==> src/rtl/mem_pkg.sv <==
// Shared types and helpers for the byte-enable RAM controller.
package mem_pkg;

   typedef enum logic {
      CLEAR = 1'b0,
      IDLE  = 1'b1
   } state_e;

   function automatic int calc_bwidth(input int dwidth);
      return dwidth / 8;
   endfunction

endpackage

==> src/rtl/mem_array.sv <==
// Storage array: byte-enable synchronous write, combinational read, no reset.
module mem_array
   import mem_pkg::*;
#(
   parameter int AWIDTH = 5,
   parameter int DWIDTH = 8,
   parameter int BWIDTH = calc_bwidth(DWIDTH)
) (
   input  logic              clk_i,
   input  logic [BWIDTH-1:0] we_i,
   input  logic [AWIDTH-1:0] waddr_i,
   input  logic [DWIDTH-1:0] wdata_i,
   input  logic [AWIDTH-1:0] raddr_i,
   output logic [DWIDTH-1:0] rdata_o
);

   localparam int D_NUM = 2**AWIDTH;

   logic [DWIDTH-1:0] mem_q [D_NUM];

   always_ff @(posedge clk_i) begin
      for (int b = 0; b < BWIDTH; b++) begin
         if (we_i[b]) begin
            mem_q[waddr_i][8*b +: 8] <= wdata_i[8*b +: 8];
         end
      end
   end

   assign rdata_o = mem_q[raddr_i];

endmodule

==> src/rtl/be_ram_ctrl.sv <==
// Single-port RAM with valid/ready requests, byte enables, registered read
// response with back-pressure, and a clear sequencer that fills INIT_VAL.
//
// state | meaning
// CLEAR | writing INIT_VAL to clr_addr each cycle, requests blocked
// IDLE  | serving read/write requests
module be_ram_ctrl
   import mem_pkg::*;
#(
   parameter int                AWIDTH   = 5,
   parameter int                DWIDTH   = 8,
   parameter int                BWIDTH   = calc_bwidth(DWIDTH),
   parameter logic [DWIDTH-1:0] INIT_VAL = '0
) (
   input  logic              clk,
   input  logic              rst_n,
   input  logic              clr,
   output logic              busy,
   input  logic              req_valid,
   output logic              req_ready,
   input  logic              req_wr,
   input  logic [AWIDTH-1:0] req_addr,
   input  logic [DWIDTH-1:0] req_wdata,
   input  logic [BWIDTH-1:0] req_be,
   output logic              rsp_valid,
   input  logic              rsp_ready,
   output logic [DWIDTH-1:0] rsp_rdata
);

   localparam logic [AWIDTH-1:0] CLR_LAST = {AWIDTH{1'b1}};

   state_e            state_q;
   logic [AWIDTH-1:0] clr_addr_q;
   logic              busy_q;
   logic              rsp_valid_q, rsp_valid_d;
   logic [DWIDTH-1:0] rsp_rdata_q, rsp_rdata_d;

   logic              req_fire;
   logic              rd_fire;
   logic [BWIDTH-1:0] mem_we;
   logic [AWIDTH-1:0] mem_waddr;
   logic [DWIDTH-1:0] mem_wdata;
   logic [DWIDTH-1:0] mem_rdata;

   // clr wins over a same-cycle request; a held response blocks new requests
   assign req_ready = (state_q == IDLE) & ~clr & (~rsp_valid_q | rsp_ready);
   assign req_fire  = req_valid & req_ready;
   assign rd_fire   = req_fire & ~req_wr;

   always_comb begin
      mem_we    = '0;
      mem_waddr = req_addr;
      mem_wdata = req_wdata;
      if (state_q == CLEAR) begin
         mem_we    = '1;
         mem_waddr = clr_addr_q;
         mem_wdata = INIT_VAL;
      end else if (req_fire & req_wr) begin
         mem_we = req_be;
      end
   end

   mem_array #(
      .AWIDTH (AWIDTH),
      .DWIDTH (DWIDTH),
      .BWIDTH (BWIDTH)
   ) u_mem_array (
      .clk_i   (clk),
      .we_i    (mem_we),
      .waddr_i (mem_waddr),
      .wdata_i (mem_wdata),
      .raddr_i (req_addr),
      .rdata_o (mem_rdata)
   );

   always_ff @(posedge clk or negedge rst_n) begin
      if (!rst_n) begin
         state_q    <= CLEAR;
         clr_addr_q <= '0;
         busy_q     <= 1'b1;
      end else begin
         case (state_q)
            CLEAR: begin
               if (clr) begin
                  clr_addr_q <= '0;
               end else if (clr_addr_q == CLR_LAST) begin
                  state_q    <= IDLE;
                  busy_q     <= 1'b0;
                  clr_addr_q <= '0;
               end else begin
                  clr_addr_q <= clr_addr_q + AWIDTH'(1);
               end
            end
            IDLE: begin
               if (clr) begin
                  state_q    <= CLEAR;
                  busy_q     <= 1'b1;
                  clr_addr_q <= '0;
               end
            end
            default: begin
               state_q    <= CLEAR;
               busy_q     <= 1'b1;
               clr_addr_q <= '0;
            end
         endcase
      end
   end

   // a read taken and reloaded in the same cycle keeps rsp_valid high
   always_comb begin
      rsp_valid_d = rsp_valid_q;
      rsp_rdata_d = rsp_rdata_q;
      if (rd_fire) begin
         rsp_valid_d = 1'b1;
         rsp_rdata_d = mem_rdata;
      end else if (rsp_ready) begin
         rsp_valid_d = 1'b0;
      end
   end

   always_ff @(posedge clk or negedge rst_n) begin
      if (!rst_n) begin
         rsp_valid_q <= 1'b0;
         rsp_rdata_q <= '0;
      end else begin
         rsp_valid_q <= rsp_valid_d;
         rsp_rdata_q <= rsp_rdata_d;
      end
   end

   assign busy      = busy_q;
   assign rsp_valid = rsp_valid_q;
   assign rsp_rdata = rsp_rdata_q;

endmodule

==> config.mk <==
export PLATFORM = sky130hd
export DESIGN_NAME = be_ram_ctrl
export DESIGN_NICKNAME = d
export VERILOG_FILES = /design/src/rtl/mem_pkg.sv /design/src/rtl/mem_array.sv /design/src/rtl/be_ram_ctrl.sv
export SDC_FILE = /design/constraint.sdc
export NUM_CORES = 1
export LEC_CHECK = 0
export BUFFER_PORTS_ARGS = -buffer_cell sky130_fd_sc_hd__buf_2
export CELL_PAD_IN_SITES_DETAIL_PLACEMENT = 0
export CELL_PAD_IN_SITES_GLOBAL_PLACEMENT = 1
export CORE_MARGIN = 8
export CORE_UTILIZATION = 35
export CTS_CLUSTER_DIAMETER = 40
export DETAILED_ROUTE_END_ITERATION = 10
export GPL_TIMING_DRIVEN = 0
export PLACE_DENSITY_LB_ADDON = 0.1
export SLEW_MARGIN = 0
export SYNTH_ARGS = -nofsm -noshare
export SYNTH_HDL_FRONTEND = slang
export SYNTH_SLANG_ARGS = --single-unit
export TNS_END_PERCENT = 100
==> constraint.sdc <==
create_clock -name clk -period 4.6 [get_ports clk]
set_clock_uncertainty 0.05 [all_clocks]
set_input_delay 0.23 -clock clk [delete_from_list [all_inputs] [get_ports clk]]
set_output_delay 0.23 -clock clk [all_outputs]
set_load 0.005 [all_outputs]
==> results.yml <==
worst_setup_path:
  reg2reg_setup_slack_ns: 1.78
  critical_path_class: "reg -> reg"
  r2r_cells: 5
  worstPathRequired_ns: 4.68
  crit_chain: "buf_2 > buf_1 > a32oi_1 > o21bai_1 > nor2_1"
  critPathBufInv: 2
  cp-start-kind: "flop"
  worstPathArrival_ns: 2.90
  cpPeakStageDelay_ns: 0.86
  critPathSlowestCell: "nor2_1"
  critPathTopFamily: "simple AND/OR/NAND/NOR gates"
  cp-end-kind: "flop"
  worst_r2r_endpoint: "u_mem_array.mem_q[25][4]$_DFFE_PP_"
  reg2reg_from: "state_q$_DFF_PN0_"
  critPathMaxFanout: 10
power_and_ir_drop:
  p_leak_nw: 4.89
  peakVddDrop_uv: 221
  power_density_mw_per_mm2: 470
layout:
  multi_input_area_mm2: 0.00271
  mostFrequentLayoutCells: "edfxtp_1 (256), mux2i_1 (131), nor2_1 (41)"
  diodes: 0
  layout_commonest_cell: "edfxtp_1"
  design.final.nets: 747
  syn2layout_area_growth_pct: 18.8
  fill_cells: 2785
  final-seq-area_mm2: 0.00809
  drive_gt1_share_pct: 19.7
cts:
  numCtsBuffers: 39
  clk_pin_slew_worst_paths_ns: 0.05
  clk_latency_ns: 0.52
  cts_setup_buffers: 0
  cts_root_buf: "clkbuf_16"
  htreeDepth: 2
  cts.sinks: 272
  hold_buffers: 2
  cts_tree: "yes"
  post_cts_resize_count: 0
  cts_max_path_buffers: 3
detailed_routing:
  via_per_inst: 5.17
  highest_layer: "met4"
  vias: 5987
  met3_length_um: 1060
  drt_iter0_drc: 397
  m1WireLength_um: 13100
  dr.pass1.iters: 5
  postRouteAntennaNets: 0
  route.met2.wl_um: 13500
  routed_wirelength_um: 28200
  wl_per_cell_um: 24.4
  drc_errors: 0
synthesis:
  syn_inst: 654
  syn_avg_cell_area_um2: 16.9
  async_reset_ff_share_pct: 5.88
  syn-num-nets: 676
  synth_cell_types: 42
  synth-edff-count: 256
  ys_ff_latch: 272
  yosysTopAreaCell: "edfxtp_1"
  synth-main-ff-cell: "edfxtp_1"
  yosysSeqAreaShare_pct: 73.1
  syn_area_mm2: 0.0111
  synthTopCellsByArea: "edfxtp_1 (69%), mux2i_1 (12%), dfrtp_1 (3.4%)"
  yosys_warnings: 0
  synth_top_area_share_pct: 69.5
global_route:
  grt_pass1_wl_um: 41300
  grt_max_degree: 33
  grt_pass1_vias: 6326
  antenna_found_initial: 0
  gr-total-overflow: 0
  grt_usage_pct: 14.8
timing:
  hold_ws_ns: 0.0447
  period_share_pct: 61.4
  relSlewSlack_pct: 6.86
  max_freq_mhz: 354
  tightest_slew_ns: 1.40
  setup_tns_ns: 0
  fin_crit_ns: 2.82
  slew_violations: 0
  setup_viol: 0
  rsz0062_at_grt: "no"
  hold_viol_final: 0
die:
  fp.coreArea_mm2: 0.0313
  start_util_pct: 35.3
  die_w_um: 194
  ios: 31
  die_h_um: 194
  die_area_mm2: 0.0376
  num_rows: 65
worst_hold_path:
  hold_end: "clr_addr_q[1]$_DFFE_PN0P_"
  hold_path_depth: 2
  hp-start: "clr"
  min_path_type: "in -> reg"
placed_design:
  dp_hpwl_um: 18800
  place.gp.congestion: 0.761
  io_buffers: 28
job:
  max-cap-violations: 0
outcome:
  status: "finished clean"
[per-layer routing]
metal	global-route usage [%]	up-vias
li1	-	2755
met1	19.6	3075
met2	24.7	117
met3	2.59	40
met4	3.90	0
met5	0	-
[state kept, by name, summed over array words and instances, names as in the netlist]
signal / count
u_mem_array.mem_q: 256
rsp_rdata: 8
clr_addr_q: 5
busy: 1
rsp_valid: 1
state_q: 1
[power breakdown]
group,total [W],internal (W),switching (W)
logic,0.000275,0.000102,0.000173
clock network,0.00318,0.00207,0.00112
registers,0.00272,0.00271,0.0000124
total,0.00618,0.00488,0.00130
[how the worst max path moves through the flow]
stage                            from                                  to  slack (ns)  cells past startpoint
finish              state_q$_DFF_PN0_  u_mem_array.mem_q[25][4]$_DFFE_PP_        1.78                      5
global route        state_q$_DFF_PN0_  u_mem_array.mem_q[25][6]$_DFFE_PP_        1.64                      5
CTS                 state_q$_DFF_PN0_  u_mem_array.mem_q[24][6]$_DFFE_PP_        1.80                      5
detailed placement  state_q$_DFF_PN0_  u_mem_array.mem_q[24][1]$_DFFE_PP_        1.81                      5
global placement    state_q$_DFF_PN0_  u_mem_array.mem_q[25][2]$_DFFE_PP_        1.86                      5
floorplan           state_q$_DFF_PN0_  u_mem_array.mem_q[13][0]$_DFFE_PP_        2.59                      5
[final cells by class]
type | instances | area share (%)
flip-flops and latches | 272 | 61.5
multi-input cells | 341 | 20.6
clock buffers | 43 | 7.70
well taps | 402 | 3.82
clock inverters | 28 | 3.06
plain buffers | 36 | 1.92
repair buffers | 30 | 1.22
inverters | 5 | 0.143
[cell families (layout without fill, tap and decap cells)]
kind of cell / count (synthesis) / after routing / synth area share [%]
AOI/OAI and AO/OA: 115 / 115 / 8.45
adders and majority gates: 2 / 2 / 0.226
buffers and inverters: 41 / 142 / 2.45
DFF: 272 / 272 / 73.1
muxes: 132 / 132 / 12.0
and+or+nand+nor: 92 / 92 / 3.83
[synthesized netlist by cell type (3+ instances only)]
cell type / instances
a22o_1: 16
o21ai_0: 6
inv_1: 4
clkbuf_1: 6
edfxtp_1: 256
a221oi_2: 7
nand2_1: 22
a21oi_1: 20
buf_4: 10
a31oi_1: 3
dfrtp_1: 15
and2_1: 9
a221oi_1: 9
o41ai_2: 8
o22ai_1: 10
buf_6: 5
mux2i_1: 131
a22oi_1: 32
nor2_1: 41
buf_2: 12
nand2b_1: 3
nor2b_1: 3
[stage by stage]
stage	worst slack, ns	std cells	util, %	cell area (um2)	total power [W]
3_5_place_dp	1.81	1084	37.4	11700	0.00304
2_1_floorplan	2.59	654	-	11100	0.00294
4_1_cts	1.80	1157	42.0	13100	0.00624
3_3_place_gp	1.86	1084	37.4	11700	0.00304
6_report	1.78	1157	42.0	13200	0.00618
5_1_grt	1.64	1157	42.0	13200	0.00636
No activity file was read; power rests on OpenSTA's default activity.
